`src/rtl/i2c_slot_tx_arbiter.sv`:
```
// i2c_slot_tx_arbiter
// Transmit scheduler that shares one serial line between two byte requesters.
// The line carries 11-bit frames (start 0, 8 data bits LSB-first, parity, stop 1).
// Frames start only on fixed 11-cycle slot boundaries that are aligned to reset,
// so a free-running receiver on the same clock and reset stays locked.
// Outputs are registered on the rising edge, so falling-edge samplers see stable data.
//
// Optional build macro PARITY_ODD_EN: when defined, the parity bit is the
// inverted XOR of the data (odd parity). Otherwise it is the plain XOR (even parity).
//
// Handshake: REQx acts as "valid" and GNTx as a one-cycle "ready/accept" pulse.
// DATAx is captured on the edge that raises GNTx. REQx/DATAx must be held
// stable until that edge, and may change from the following cycle onward.
// REQx is sampled only at slot boundaries (SLOT_POS 10 -> 0). A request that
// rises mid-slot waits for the next boundary.
// SLOT_TYPE exposes the current slot state (idle, frame, holdoff) for debug.

module i2c_slot_tx_arbiter #(
    parameter int unsigned IDLE_SLOTS = 0
) (
    input  logic       SYNCED_CLK,
    input  logic       RST,
    input  logic       REQ0,
    input  logic [7:0] DATA0,
    output logic       GNT0,
    input  logic       REQ1,
    input  logic [7:0] DATA1,
    output logic       GNT1,
    output logic       SDATA,
    output logic       BUSY,
    output logic       OWNER,
    output logic [3:0] SLOT_POS,
    output logic [1:0] SLOT_TYPE
);

    // Slot kinds. HOLDOFF behaves like IDLE on the line but uses up the
    // mandatory gap after a frame.
    typedef enum logic [1:0] {
        ST_IDLE    = 2'd0,
        ST_FRAME   = 2'd1,
        ST_HOLDOFF = 2'd2
    } slot_t;

    localparam logic [3:0] LAST_POS  = 4'd10;
    localparam logic [3:0] HOLD_LOAD = 4'(IDLE_SLOTS);

    slot_t      state;
    logic       prio;        // requester that wins the next tie
    logic [3:0] holdoff;     // remaining mandatory idle slots
    logic [7:0] shreg;       // data bits still to send, LSB next
    logic       par_bit;     // parity of the captured byte

    logic       any_req;
    logic       win_sel;
    logic [7:0] win_data;

    // Parity for the captured byte. The build macro selects odd or even parity.
    function automatic logic frame_parity(input logic [7:0] d);
`ifdef PARITY_ODD_EN
        return ~(^d);
`else
        return ^d;
`endif
    endfunction

    // Round-robin pick among the current requests; only used at a slot boundary.
    always_comb begin
        any_req  = REQ0 | REQ1;
        win_sel  = 1'b0;
        if (REQ0 && REQ1) begin
            win_sel = prio;
        end else if (REQ1) begin
            win_sel = 1'b1;
        end
        win_data = win_sel ? DATA1 : DATA0;
    end

    // Slot counter, slot state machine and registered line outputs.
    always_ff @(posedge SYNCED_CLK) begin
        if (!RST) begin
            SLOT_POS <= 4'd0;
            state    <= ST_IDLE;
            SDATA    <= 1'b1;
            BUSY     <= 1'b0;
            OWNER    <= 1'b0;
            GNT0     <= 1'b0;
            GNT1     <= 1'b0;
            prio     <= 1'b0;
            holdoff  <= 4'd0;
            shreg    <= 8'd0;
            par_bit  <= 1'b0;
        end else begin
            GNT0 <= 1'b0;
            GNT1 <= 1'b0;
            if (SLOT_POS == LAST_POS) begin
                // Slot boundary: choose what the next slot carries.
                SLOT_POS <= 4'd0;
                if (holdoff != 4'd0) begin
                    state   <= ST_HOLDOFF;
                    holdoff <= holdoff - 4'd1;
                    BUSY    <= 1'b0;
                    SDATA   <= 1'b1;
                end else if (!any_req) begin
                    state <= ST_IDLE;
                    BUSY  <= 1'b0;
                    SDATA <= 1'b1;
                end else begin
                    // Grant: the start bit goes out on this same edge.
                    state   <= ST_FRAME;
                    GNT0    <= ~win_sel;
                    GNT1    <= win_sel;
                    shreg   <= win_data;
                    par_bit <= frame_parity(win_data);
                    OWNER   <= win_sel;
                    BUSY    <= 1'b1;
                    SDATA   <= 1'b0;
                    prio    <= ~win_sel;
                    holdoff <= HOLD_LOAD;
                end
            end else begin
                SLOT_POS <= SLOT_POS + 4'd1;
                if (state == ST_FRAME) begin
                    if (SLOT_POS <= 4'd7) begin
                        // Entering positions 1..8: next data bit, LSB first.
                        SDATA <= shreg[0];
                        shreg <= {1'b0, shreg[7:1]};
                    end else if (SLOT_POS == 4'd8) begin
                        SDATA <= par_bit;
                    end else begin
                        SDATA <= 1'b1;
                    end
                end else begin
                    SDATA <= 1'b1;
                end
            end
        end
    end

    assign SLOT_TYPE = state;

endmodule

```
`config.mk`:
```
export PLATFORM = sky130hd
export DESIGN_NAME = i2c_slot_tx_arbiter
export DESIGN_NICKNAME = d
export VERILOG_FILES = /design/src/rtl/i2c_slot_tx_arbiter.sv
export SDC_FILE = /design/constraint.sdc
export NUM_CORES = 1
export LEC_CHECK = 0
export ABC_AREA = 1
export CAP_MARGIN = 20
export CORE_ASPECT_RATIO = 0.6
export CORE_UTILIZATION = 43
export CTS_BUF_LIST = sky130_fd_sc_hd__clkbuf_4 sky130_fd_sc_hd__clkbuf_8
export DETAILED_ROUTE_END_ITERATION = 10
export MAX_ROUTING_LAYER = met4
export PLACE_DENSITY = 0.76
export SKIP_CTS_REPAIR_TIMING = 1
export SYNTH_ARGS = -nofsm -noshare
export SYNTH_HDL_FRONTEND = slang
export SYNTH_SLANG_ARGS = --single-unit
```
`constraint.sdc`:
```
create_clock -name SYNCED_CLK -period 1.85 [get_ports SYNCED_CLK]
set_input_delay 0.555 -clock SYNCED_CLK [delete_from_list [all_inputs] [get_ports SYNCED_CLK]]
set_output_delay 0.555 -clock SYNCED_CLK [all_outputs]
set_load 0.1 [all_outputs]
```
After elaboration in Yosys (flattened, before gate mapping)
Cells that the tools add are included.

$add $sub $neg: 2. Reductions and logical operators: 11. Equal/unequal tests: 5. Order comparisons: 1. Bitwise gates (word level): 6. Muxes and demuxes: 20.

Operator list (count): $mux W8 (6); $mux W1 (11); $eq A4 B4 Y1 const B (2); $mux W4 (2); $reduce_xor A8 Y1 (1); $reduce_bool A2 Y1 (3); $not A1 Y1 (5); $add A4 B1 Y4 const B (1); $le A4 B3 Y1 const B (1); $ne A2 B2 Y1 const B (2); $reduce_and A4 Y1 (1); $reduce_bool A4 Y1 (1); $reduce_or A4 Y1 (1); $sub A4 B1 Y4 const B (1); $reduce_and A3 Y1 (1); $eq A2 B1 Y1 const B (1); $mux W2 (1); $reduce_and A2 Y1 (1); $reduce_or A2 Y1 (1); $logic_and A1 B1 Y1 (1); $or A1 B1 Y1 (1).

Output and inout port bits: 11. Logic and storage cells: 56. Register bits: 25.

Depth between registers and ports, before layout
Gate-level depths: netlist of run 1.

Depth in word-level cells: 6. Depth in mapped cells: 14. Depth with buffers taken out: 13.

Least setup slack after synthesis of run 1
No wires, ideal clock.

Path type: register -> register. From: reg SLOT_POS[0]. To: reg shreg[7]. Setup slack: -0.451 ns. Cell stages (with the launch flop): 13. Buffers on the path: 1. Data arrival time: 2.231 ns. Setup time: 0.070 ns. Path through: dfxtp_1 -> inv_1 -> ha_1 -> nand3_2 -> buf_6 -> nand2_2 -> inv_2 -> nand2_1 -> nand2_2 -> o21ai_4 -> inv_4 -> nand3_1 -> a21oi_1.

Cells in the longest elaborated chain, start to end: 3.

Ends and longest elaborated chain: start, declared (RTL line 32) `output logic [3:0] SLOT_POS,`; start signal, assigned (RTL line 121) `SLOT_POS <= SLOT_POS + 4'd1;`; $le A4 B3 Y1 or $eq A4 B4 Y1 (tied branches) (RTL line 123, 95); $reduce_bool A2 Y1 (no source line) or $ne A2 B2 Y1 (tied branches); $reduce_and A4 Y1 (no source line); end signal, assigned (RTL line 112) `shreg <= win_data;`; end signal, assigned (RTL line 126) `shreg <= {1'b0, shreg[7:1]};`; end, declared (RTL line 50) `logic [7:0] shreg;`.

Parallel ways exist; a longest one is shown, timed or not. A chain may end at the register's enable or synchronous reset.

Worst setup path after layout of run 1
From: reg SLOT_POS[0]. To: reg GNT0.

Cells in the longest elaborated chain, start to end: 3.

Ends and longest elaborated chain: $eq A4 B4 Y1 (RTL line 95) `if (SLOT_POS == LAST_POS) begin`; $not A1 Y1 (no source line); $reduce_or A4 Y1 (no source line); end signal, assigned (RTL line 110) `GNT0 <= ~win_sel;`; end, declared (RTL line 25) `output logic GNT0,`.

No other way between the ends.

==> impl_metrics.env, run 1 <==
export IMPL_seq_area_frac_synth_pct=32.4
export IMPL_wl_per_cell_um=10.4
export IMPL_design_area_um2=2110
export IMPL_status="finished, final reports clean"
export IMPL_initial_core_util_pct=45.2
export IMPL_port_buffers=30
export IMPL_synth_distinct_cells=29
export IMPL_placed_area_um2=2030
export IMPL_slew_viol_final=0
export IMPL_multi_input_comb_area_um2=838
export IMPL_leakage_nw=0.980
export IMPL_wl_mm=3.27
export IMPL_die_y_um=47.5
export IMPL_drt_first_pass_iters=7
export IMPL_die_w_um=77.8
export IMPL_core_um2=3280
export IMPL_fin_crit_ns=1.67
export IMPL_synth_top_cells_by_area="dfxtp_1 32%, nand2_1 20%, o21ai_0 5.7%, inv_1 5.6%, nor2_1 5.1%"
export IMPL_nNetsFinal=294
export IMPL_grt_pass1_wl_mm=5.71
export IMPL_syn_area_um2=1480
export IMPL_fin_cells=315
export IMPL_synth_top_area_share_pct=32.4
export IMPL_endpoint_kind="register"
export IMPL_syn_to_final_growth_pct=42.1
export IMPL_arrival_ns=1.88
export IMPL_drive_gt1_share_pct=21.9
export IMPL_cts_root_buf="clkbuf_8"
export IMPL_crit_path_start_kind="register"
export IMPL_crit_fanout=6
export IMPL_cts_made_buffers=3
export IMPL_fin_skew_ns=0.00452
export IMPL_synth_edf_count=0
export IMPL_fin_hold_ws_ns=0.456
export IMPL_cp_required_ns=2.06
export IMPL_grt_util_all_layers_pct=20.3
export IMPL_synth_common_cells="80 x nand2_1, 24 x dfxtp_1, 22 x inv_1"
export IMPL_maxCapViolations=0
export IMPL_fmax_ghz=0.599
export IMPL_clock_path_buffers=2
export IMPL_irDropWorstVdd_v=0.000462
export IMPL_grt_pass1_vias=1365
export IMPL_hold_path_class="register to register"
export IMPL_setup_violations=0
export IMPL_die_area_um2=3700
export IMPL_via_count=1471
export IMPL_gp_congestion=0.780
export IMPL_yosys_area_top_type="dfxtp_1"
export IMPL_globalRouteOverflowTotal=0
export IMPL_yosys_cell_count_top_type="nand2_1"
export IMPL_syn_num_nets=253
export IMPL_antenna_found_initial=0
export IMPL_drtIter0Drc=94
export IMPL_htree_levels=1
export IMPL_synth_seq_cells=24
export IMPL_synthCells=230
export IMPL_grt_max_degree=22
export IMPL_clock_latency_ns=0.27
export IMPL_rsz0062_at_grt="false"
export IMPL_critPathKind="register to register"
export IMPL_hold_viol=0
export IMPL_rows=16
export IMPL_slew_headroom_pct=80.8
export IMPL_place_ws_ns=-0.202
export IMPL_setup_ws_ns=0.182
export IMPL_period_share_pct=90.2
export IMPL_seq_area_um2=489
export IMPL_tightest_slew_ns=0.287
export IMPL_vias_per_cell=4.67
export IMPL_io_pins=31
export IMPL_cts_tree="yes"
export IMPL_clock_sinks=24
export IMPL_ys_flop_type="dfxtp_1"
export IMPL_dp_hpwl_mm=2.48
export IMPL_drc=0
export IMPL_clk_pin_slew_worst_paths_ns=0.09
export IMPL_placed_cells=311
export IMPL_fillCellCount=290
export IMPL_syn_area_per_cell_um2=6.45
export IMPL_ant_nets=0
export IMPL_antenna_cells=0
export IMPL_ys_async_sr_fraction_pct=0
export IMPL_ys_warn_count=0
export IMPL_tns_ns=0
export IMPL_power_density_nw_per_um2=599
-- through the flow --
stage | utilization [%] | total power, mW
finish | 64.2 | 1.26
global route | 64.2 | 1.32
CTS | 63.9 | 1.27
detailed placement | 61.7 | 0.814
global placement | 61.7 | 0.810
floorplan | - | 0.699
-- worst paths after layout --
check	startpoint	end	slack [ns]	cells after the start
worst max register to register	SLOT_POS[0]	GNT0	0.18	10
worst max-delay path	SLOT_POS[0]	GNT0	0.18	10
worst min-delay path	holdoff[3]	holdoff[3]	0.46	2
worst min register to register	holdoff[3]	holdoff[3]	0.46	2
-- routing by layer --
layer  GRT usage, %  up-vias  part of all wire [%]
met4           1.89        0                     0
met5              -        -                     0
li1               -      801                     -
met2           35.8       32                    45
met1           25.2      638                    51
met3           4.95        0                   4.3
-- placed cells by master (no fill, tap or decap), types with 4 or more instances in the layout --
cell type / instances
inv_2: 6
nand3b_1: 6
nand2_1: 78
o21ai_0: 17
a21oi_1: 7
o21ai_2: 5
nand3_1: 13
dfxtp_1: 19
nand2_2: 7
nor2_1: 20
inv_1: 21
clkdlybuf4s50_1: 17
buf_12: 13
dfxtp_2: 4
buf_4: 12
-- logic make-up (layout without fill, tap and decap cells) --
family,count (synthesis),after routing,synth area share [%]
compound gates,34,34,14.2
fa+ha+maj,3,3,2.53
buf+inv,36,76,11.5
xor+xnor,1,1,0.590
simple gates,132,132,38.9
flops,24,24,32.4
-- critical path: stages, from the launching register on --
cell and delay, ns:
dfxtp_4 0.37, inv_1 0.11, ha_1 0.18, nand3_2 0.19
inv_2 0.13, o21ai_2 0.10, nor2_2 0.17, inv_2 0.08
nor2_4 0.12, inv_2 0.06, nor2_1 0.10
-- report_power, final --
part	leakage [nW]	total, mW	switching, mW	internal (mW)
Combinational	0.748	0.275	0.150	0.124
Sequential	0.196	0.532	0.00907	0.523
Clock	0.0357	0.457	0.167	0.289
Total	0.980	1.26	0.327	0.936
-- cell type report --
cell class,instances,share of cell area [%]
tap,45,2.67
clock inverter,1,1.42
clock buffer,3,1.96
timing repair buffer,44,25.9
inverter,28,5.10
sequential,24,23.2
multi-input combinational,170,39.8
-- flip-flops by register name (all words and copies together) (netlist names) --
| register | cells |
|---|---|
| GNT1 | 1 |
| shreg | 8 |
| SDATA | 1 |
| SLOT_POS | 4 |
| par_bit | 1 |
| prio | 1 |
| holdoff | 4 |
| GNT0 | 1 |
| SLOT_TYPE | 2 |
| OWNER | 1 |
(Power assumes the default switching activity.)
==> run 2: changes to the inputs <==
--- a/config.mk
+++ b/config.mk
@@ -8,11 +8,11 @@
 export ABC_AREA = 1
 export CAP_MARGIN = 20
 export CORE_ASPECT_RATIO = 0.6
-export CORE_UTILIZATION = 43
+export CORE_UTILIZATION = 53
 export CTS_BUF_LIST = sky130_fd_sc_hd__clkbuf_4 sky130_fd_sc_hd__clkbuf_8
 export DETAILED_ROUTE_END_ITERATION = 10
 export MAX_ROUTING_LAYER = met4
-export PLACE_DENSITY = 0.76
+export PLACE_DENSITY = 0.89
 export SKIP_CTS_REPAIR_TIMING = 1
 export SYNTH_ARGS = -nofsm -noshare
 export SYNTH_HDL_FRONTEND = slang
==> impl_metrics.env, run 2 (synthesis gave the netlist of run 1 again) <==
export IMPL_port_buffers=30
export IMPL_timing_rr_end="GNT0"
export IMPL_worst_r2r_path_depth=10
export IMPL_cts_tree="yes"
export IMPL_fin_util_pct=80.9
export IMPL_drive_gt1_share_pct=22.3
export IMPL_clock_path_buffers=2
export IMPL_seq_power_share_pct=46.3
export IMPL_tightest_slew_ns=0.288
export IMPL_wl_mm=3.70
export IMPL_p_clk_share_pct=28.8
export IMPL_core_um2=2570
export IMPL_clk_pin_slew_worst_paths_ns=0.09
export IMPL_antenna_cells=0
export IMPL_globalRouteOverflowTotal=0
export IMPL_drt_first_pass_iters=5
export IMPL_fin_skew_ns=0.0113
export IMPL_power_frac_comb_pct=24.9
export IMPL_clock_latency_ns=0.27
export IMPL_fin_crit_ns=1.71
export IMPL_htree_levels=1
export IMPL_cts_made_buffers=3
export IMPL_crit_path_start_kind="register"
export IMPL_irDropWorstVdd_v=0.000366
export IMPL_vias_per_cell=5.21
export IMPL_power_mw=1.15
export IMPL_antenna_found_initial=0
export IMPL_ant_nets=0
export IMPL_endpoint_kind="register"
export IMPL_final_cell_mix="77 x nand2_1, 21 x inv_1, 20 x nor2_1"
export IMPL_regToRegSetupSlack_ns=0.14
export IMPL_cts_root_buf="clkbuf_8"
export IMPL_leakage_nw=0.978
export IMPL_die_w_um=70.3
export IMPL_dp_hpwl_mm=2.78
export IMPL_status="finished, final reports clean"
export IMPL_clock_sinks=24
export IMPL_reg2reg_from="SLOT_POS[0]"
export IMPL_tns_ns=0
export IMPL_cp_required_ns=2.04
export IMPL_internal_power_mw=0.818
export IMPL_fillCellCount=158
export IMPL_drc=0
export IMPL_period_share_pct=92.4
export IMPL_slew_headroom_pct=80.8
export IMPL_io_pins=31
export IMPL_crit_fanout=6
export IMPL_via_count=1569
export IMPL_syn_to_final_growth_pct=40.3
export IMPL_arrival_ns=1.90
export IMPL_grt_pass1_wl_mm=6.13
export IMPL_die_area_um2=3020
export IMPL_maxCapViolations=0
export IMPL_swShare_pct=28.8
export IMPL_grt_max_degree=22
export IMPL_drtIter0Drc=147
export IMPL_rsz0062_at_grt="false"
export IMPL_largest_reg_flops=8
export IMPL_slew_viol_final=0
export IMPL_die_y_um=43.0
export IMPL_multi_input_comb_area_um2=850
export IMPL_holdPathEnd="holdoff[3]"
export IMPL_fmax_ghz=0.585
export IMPL_power_density_nw_per_um2=552
export IMPL_nNetsFinal=293
export IMPL_wl_per_cell_um=12.3
export IMPL_hold_viol=0
export IMPL_seq_area_um2=489
export IMPL_p_switching_mw=0.331
export IMPL_grt_util_all_layers_pct=26.9
export IMPL_rows=14
export IMPL_top_register="shreg"
export IMPL_gp_congestion=0.813
export IMPL_hold_path_class="register to register"
export IMPL_critPathKind="register to register"
export IMPL_min_delay_start="holdoff[3]"
export IMPL_reg_top3="shreg: 8 flops, SLOT_POS: 4 flops, holdoff: 4 flops"
export IMPL_layout_commonest_cell="nand2_1"
export IMPL_setup_violations=0
export IMPL_initial_core_util_pct=57.6
export IMPL_grt_pass1_vias=1418
export IMPL_fin_hold_ws_ns=0.450
export IMPL_hold_depth=2
==> run 2: through the flow <==
| stage | area (µm²) | instances | setup WS (ns) |
|---|---|---|---|
| after detailed placement | 1980 | 296 | -0.320 |
| after CTS | 2030 | 300 | -0.0658 |
| final | 2080 | 301 | 0.140 |
| after floorplan | 1490 | 230 | 0.0516 |
| after global routing | 2080 | 301 | 0.0354 |
| after global placement | 1980 | 296 | -0.176 |
==> run 2: worst max-delay path by stage <==
stage / startpoint / end / cells after the start
after floorplan: SLOT_POS[1] / shreg[7] / 11
after global placement: REQ0 / par_bit / 13
after detailed placement: REQ0 / shreg[5] / 9
after CTS: REQ0 / shreg[5] / 9
after global routing: SLOT_POS[0] / GNT0 / 10
final: SLOT_POS[0] / GNT0 / 10
==> run 2: cell type report <==
type | count | share of cell area (%)
clock buffer | 4 | 2.34
inverter | 28 | 5.17
timing repair buffer | 43 | 26.3
sequential | 24 | 23.5
multi-input combinational | 170 | 40.8
tap | 32 | 1.92
==> run 2: worst max-delay path, stage by stage, from the launching register on <==
cell,delay [ns]
dfxtp_4,0.37
inv_1,0.10
ha_1,0.17
nand3_2,0.18
inv_2,0.13
o21ai_2,0.10
nor2_2,0.17
inv_2,0.09
nor2_4,0.13
inv_2,0.07
nor2_1,0.11
==> run 2: metal layers <==
layer	share of wire (%)	GRT usage, %
met5	0	-
met4	1.9	8.80
met3	7.5	6.18
met2	45	42.5
met1	45	34.2
==> run 2: power by group through the flow <==
stage | registers (mW) | clock network, mW | logic [mW]
2_1_floorplan | 0.581 | 0 | 0.118
3_3_place_gp | 0.544 | 0 | 0.263
3_5_place_dp | 0.544 | 0 | 0.271
4_1_cts | 0.532 | 0.327 | 0.272
5_1_grt | 0.534 | 0.360 | 0.313
6_report | 0.533 | 0.331 | 0.286
==> run 3: changes to the inputs <==
--- a/config.mk
+++ b/config.mk
@@ -6,13 +6,11 @@
 export NUM_CORES = 1
 export LEC_CHECK = 0
 export ABC_AREA = 1
-export CAP_MARGIN = 20
 export CORE_ASPECT_RATIO = 0.6
 export CORE_UTILIZATION = 53
 export CTS_BUF_LIST = sky130_fd_sc_hd__clkbuf_4 sky130_fd_sc_hd__clkbuf_8
 export DETAILED_ROUTE_END_ITERATION = 10
-export MAX_ROUTING_LAYER = met4
-export PLACE_DENSITY = 0.89
+export PLACE_DENSITY = 0.82
 export SKIP_CTS_REPAIR_TIMING = 1
 export SYNTH_ARGS = -nofsm -noshare
 export SYNTH_HDL_FRONTEND = slang
==> impl_metrics.env, run 3 (synthesis gave the netlist of run 1 again) <==
export IMPL_status="finished, final reports clean"
export IMPL_drc=0
export IMPL_arrival_ns=1.93
export IMPL_crit_fanout=6
export IMPL_cp_required_ns=2.05
export IMPL_syn_to_final_growth_pct=38.7
export IMPL_drt_first_pass_iters=4
export IMPL_grt_pass1_wl_mm=6.27
export IMPL_regToRegSetupSlack_ns=0.12
export IMPL_power_frac_comb_pct=24.6
export IMPL_die_area_um2=3020
export IMPL_nNetsFinal=294
export IMPL_top_register="shreg"
export IMPL_globalRouteOverflowTotal=0
export IMPL_timing_rr_end="prio"
export IMPL_antenna_cells=0
export IMPL_seq_power_share_pct=46.9
export IMPL_slew_viol_final=0
export IMPL_final_cell_mix="79 x nand2_1, 22 x inv_1, 20 x nor2_1"
export IMPL_startpoint="SLOT_POS[0]"
export IMPL_internal_power_mw=0.815
export IMPL_drtIter0Drc=80
export IMPL_endpoint_kind="register"
export IMPL_rsz0062_at_grt="false"
export IMPL_setup_ws_ns=0.122
export IMPL_cts_root_buf="clkbuf_8"
export IMPL_p_switching_mw=0.321
export IMPL_worst_r2r_path_depth=10
export IMPL_slew_headroom_pct=81.5
export IMPL_antenna_found_initial=0
export IMPL_fmax_ghz=0.579
export IMPL_htree_levels=1
export IMPL_drive_gt1_share_pct=21.1
export IMPL_cts_made_buffers=3
export IMPL_ant_nets=0
export IMPL_gp_congestion=0.822
export IMPL_port_buffers=30
export IMPL_clk_pin_slew_worst_paths_ns=0.08
export IMPL_cts_tree="yes"
export IMPL_cp_endpoint="prio"
export IMPL_wl_per_cell_um=11.8
export IMPL_reg2reg_from="SLOT_POS[0]"
export IMPL_initial_core_util_pct=57.6
export IMPL_hold_path_class="register to register"
export IMPL_irDropWorstVdd_v=0.000367
export IMPL_reg_top3="shreg: 8 flops, SLOT_POS: 4 flops, holdoff: 4 flops"
export IMPL_maxCapViolations=0
export IMPL_p_clk_share_pct=28.5
export IMPL_clock_path_buffers=2
export IMPL_wl_mm=3.56
export IMPL_power_mw=1.14
export IMPL_io_pins=31
export IMPL_dp_hpwl_mm=2.84
export IMPL_tightest_slew_ns=0.277
export IMPL_min_delay_start="SLOT_POS[0]"
export IMPL_critPathKind="register to register"
export IMPL_design_area_um2=2060
export IMPL_cp_slowest_cell="dfxtp_4"
export IMPL_period_share_pct=93.4
export IMPL_grt_util_all_layers_pct=26.2
export IMPL_die_y_um=43.0
export IMPL_via_count=1544
export IMPL_clock_sinks=24
export IMPL_vias_per_cell=5.11
export IMPL_place_ws_ns=-0.207
export IMPL_power_density_nw_per_um2=552
export IMPL_core_um2=2570
export IMPL_fin_skew_ns=0.00331
export IMPL_layout_commonest_cell="nand2_1"
export IMPL_grt_pass1_vias=1485
export IMPL_hold_viol=0
export IMPL_clock_latency_ns=0.26
export IMPL_leakage_nw=0.970
export IMPL_die_w_um=70.3
export IMPL_slowest_delay_ns=0.37
export IMPL_setup_violations=0
export IMPL_fin_crit_ns=1.73
export IMPL_crit_path_start_kind="register"
export IMPL_largest_reg_flops=8
export IMPL_rows=14
export IMPL_placed_area_um2=2000
export IMPL_worstPathCellList="inv_1, ha_1, nand3_2, inv_1, o21ai_2, nor2_2, inv_2, nor2_4, inv_2, o21ai_2"
export IMPL_swShare_pct=28.2
export IMPL_grt_max_degree=16
-- run 3: how the worst min path moves through the flow --
stage                              to  depth (start not counted)  slack [ns]
after floorplan            holdoff[3]                          2        0.43
after global placement    SLOT_POS[0]                          1        0.44
after detailed placement  SLOT_POS[0]                          1        0.44
after CTS                 SLOT_POS[0]                          1        0.46
after global routing      SLOT_POS[0]                          1        0.46
final                     SLOT_POS[0]                          1        0.46
-- run 3: critical path: cells and delay by family (launching register included) --
kind	cells	cell delay, ns
buffers and inverters	4	0.44
flip-flops	1	0.37
adder cells (fa/ha/maj)	1	0.17
AND/OR/NAND/NOR	3	0.47
AO/OA/AOI/OAI	2	0.21
-- run 3: layer usage --
layer,global-route usage (%),wire (µm)
met3,6.41,205
met5,0,0
met1,33.9,1690
met4,5.60,45
met2,44.4,1630
-- run 3: cell type report --
class | count | area [µm²]
multi-input combinational | 170 | 836
inverter | 28 | 108
fill | 197 | 517
clock buffer | 4 | 48.8
timing repair buffer | 44 | 537
tap | 32 | 40.0
sequential | 24 | 489
-- run 3: through the flow --
| stage | TNS [ns] | hold slack (ns) | utilization (%) | std cells |
|---|---|---|---|---|
| after floorplan | 0 | 0.428 | - | 230 |
| after global placement | -1.07 | 0.438 | 77.6 | 298 |
| after detailed placement | -1.71 | 0.444 | 77.6 | 298 |
| after CTS | 0 | 0.456 | 79.5 | 302 |
| after global routing | 0 | 0.461 | 79.9 | 302 |
| final | 0 | 0.456 | 79.9 | 302 |
-- run 3: power by group through the flow --
stage	clock network [mW]	registers, mW	logic [mW]
after floorplan	0	0.581	0.118
after global placement	0	0.544	0.268
after detailed placement	0	0.545	0.277
after CTS	0.325	0.533	0.278
after global routing	0.345	0.534	0.309
final	0.324	0.532	0.280
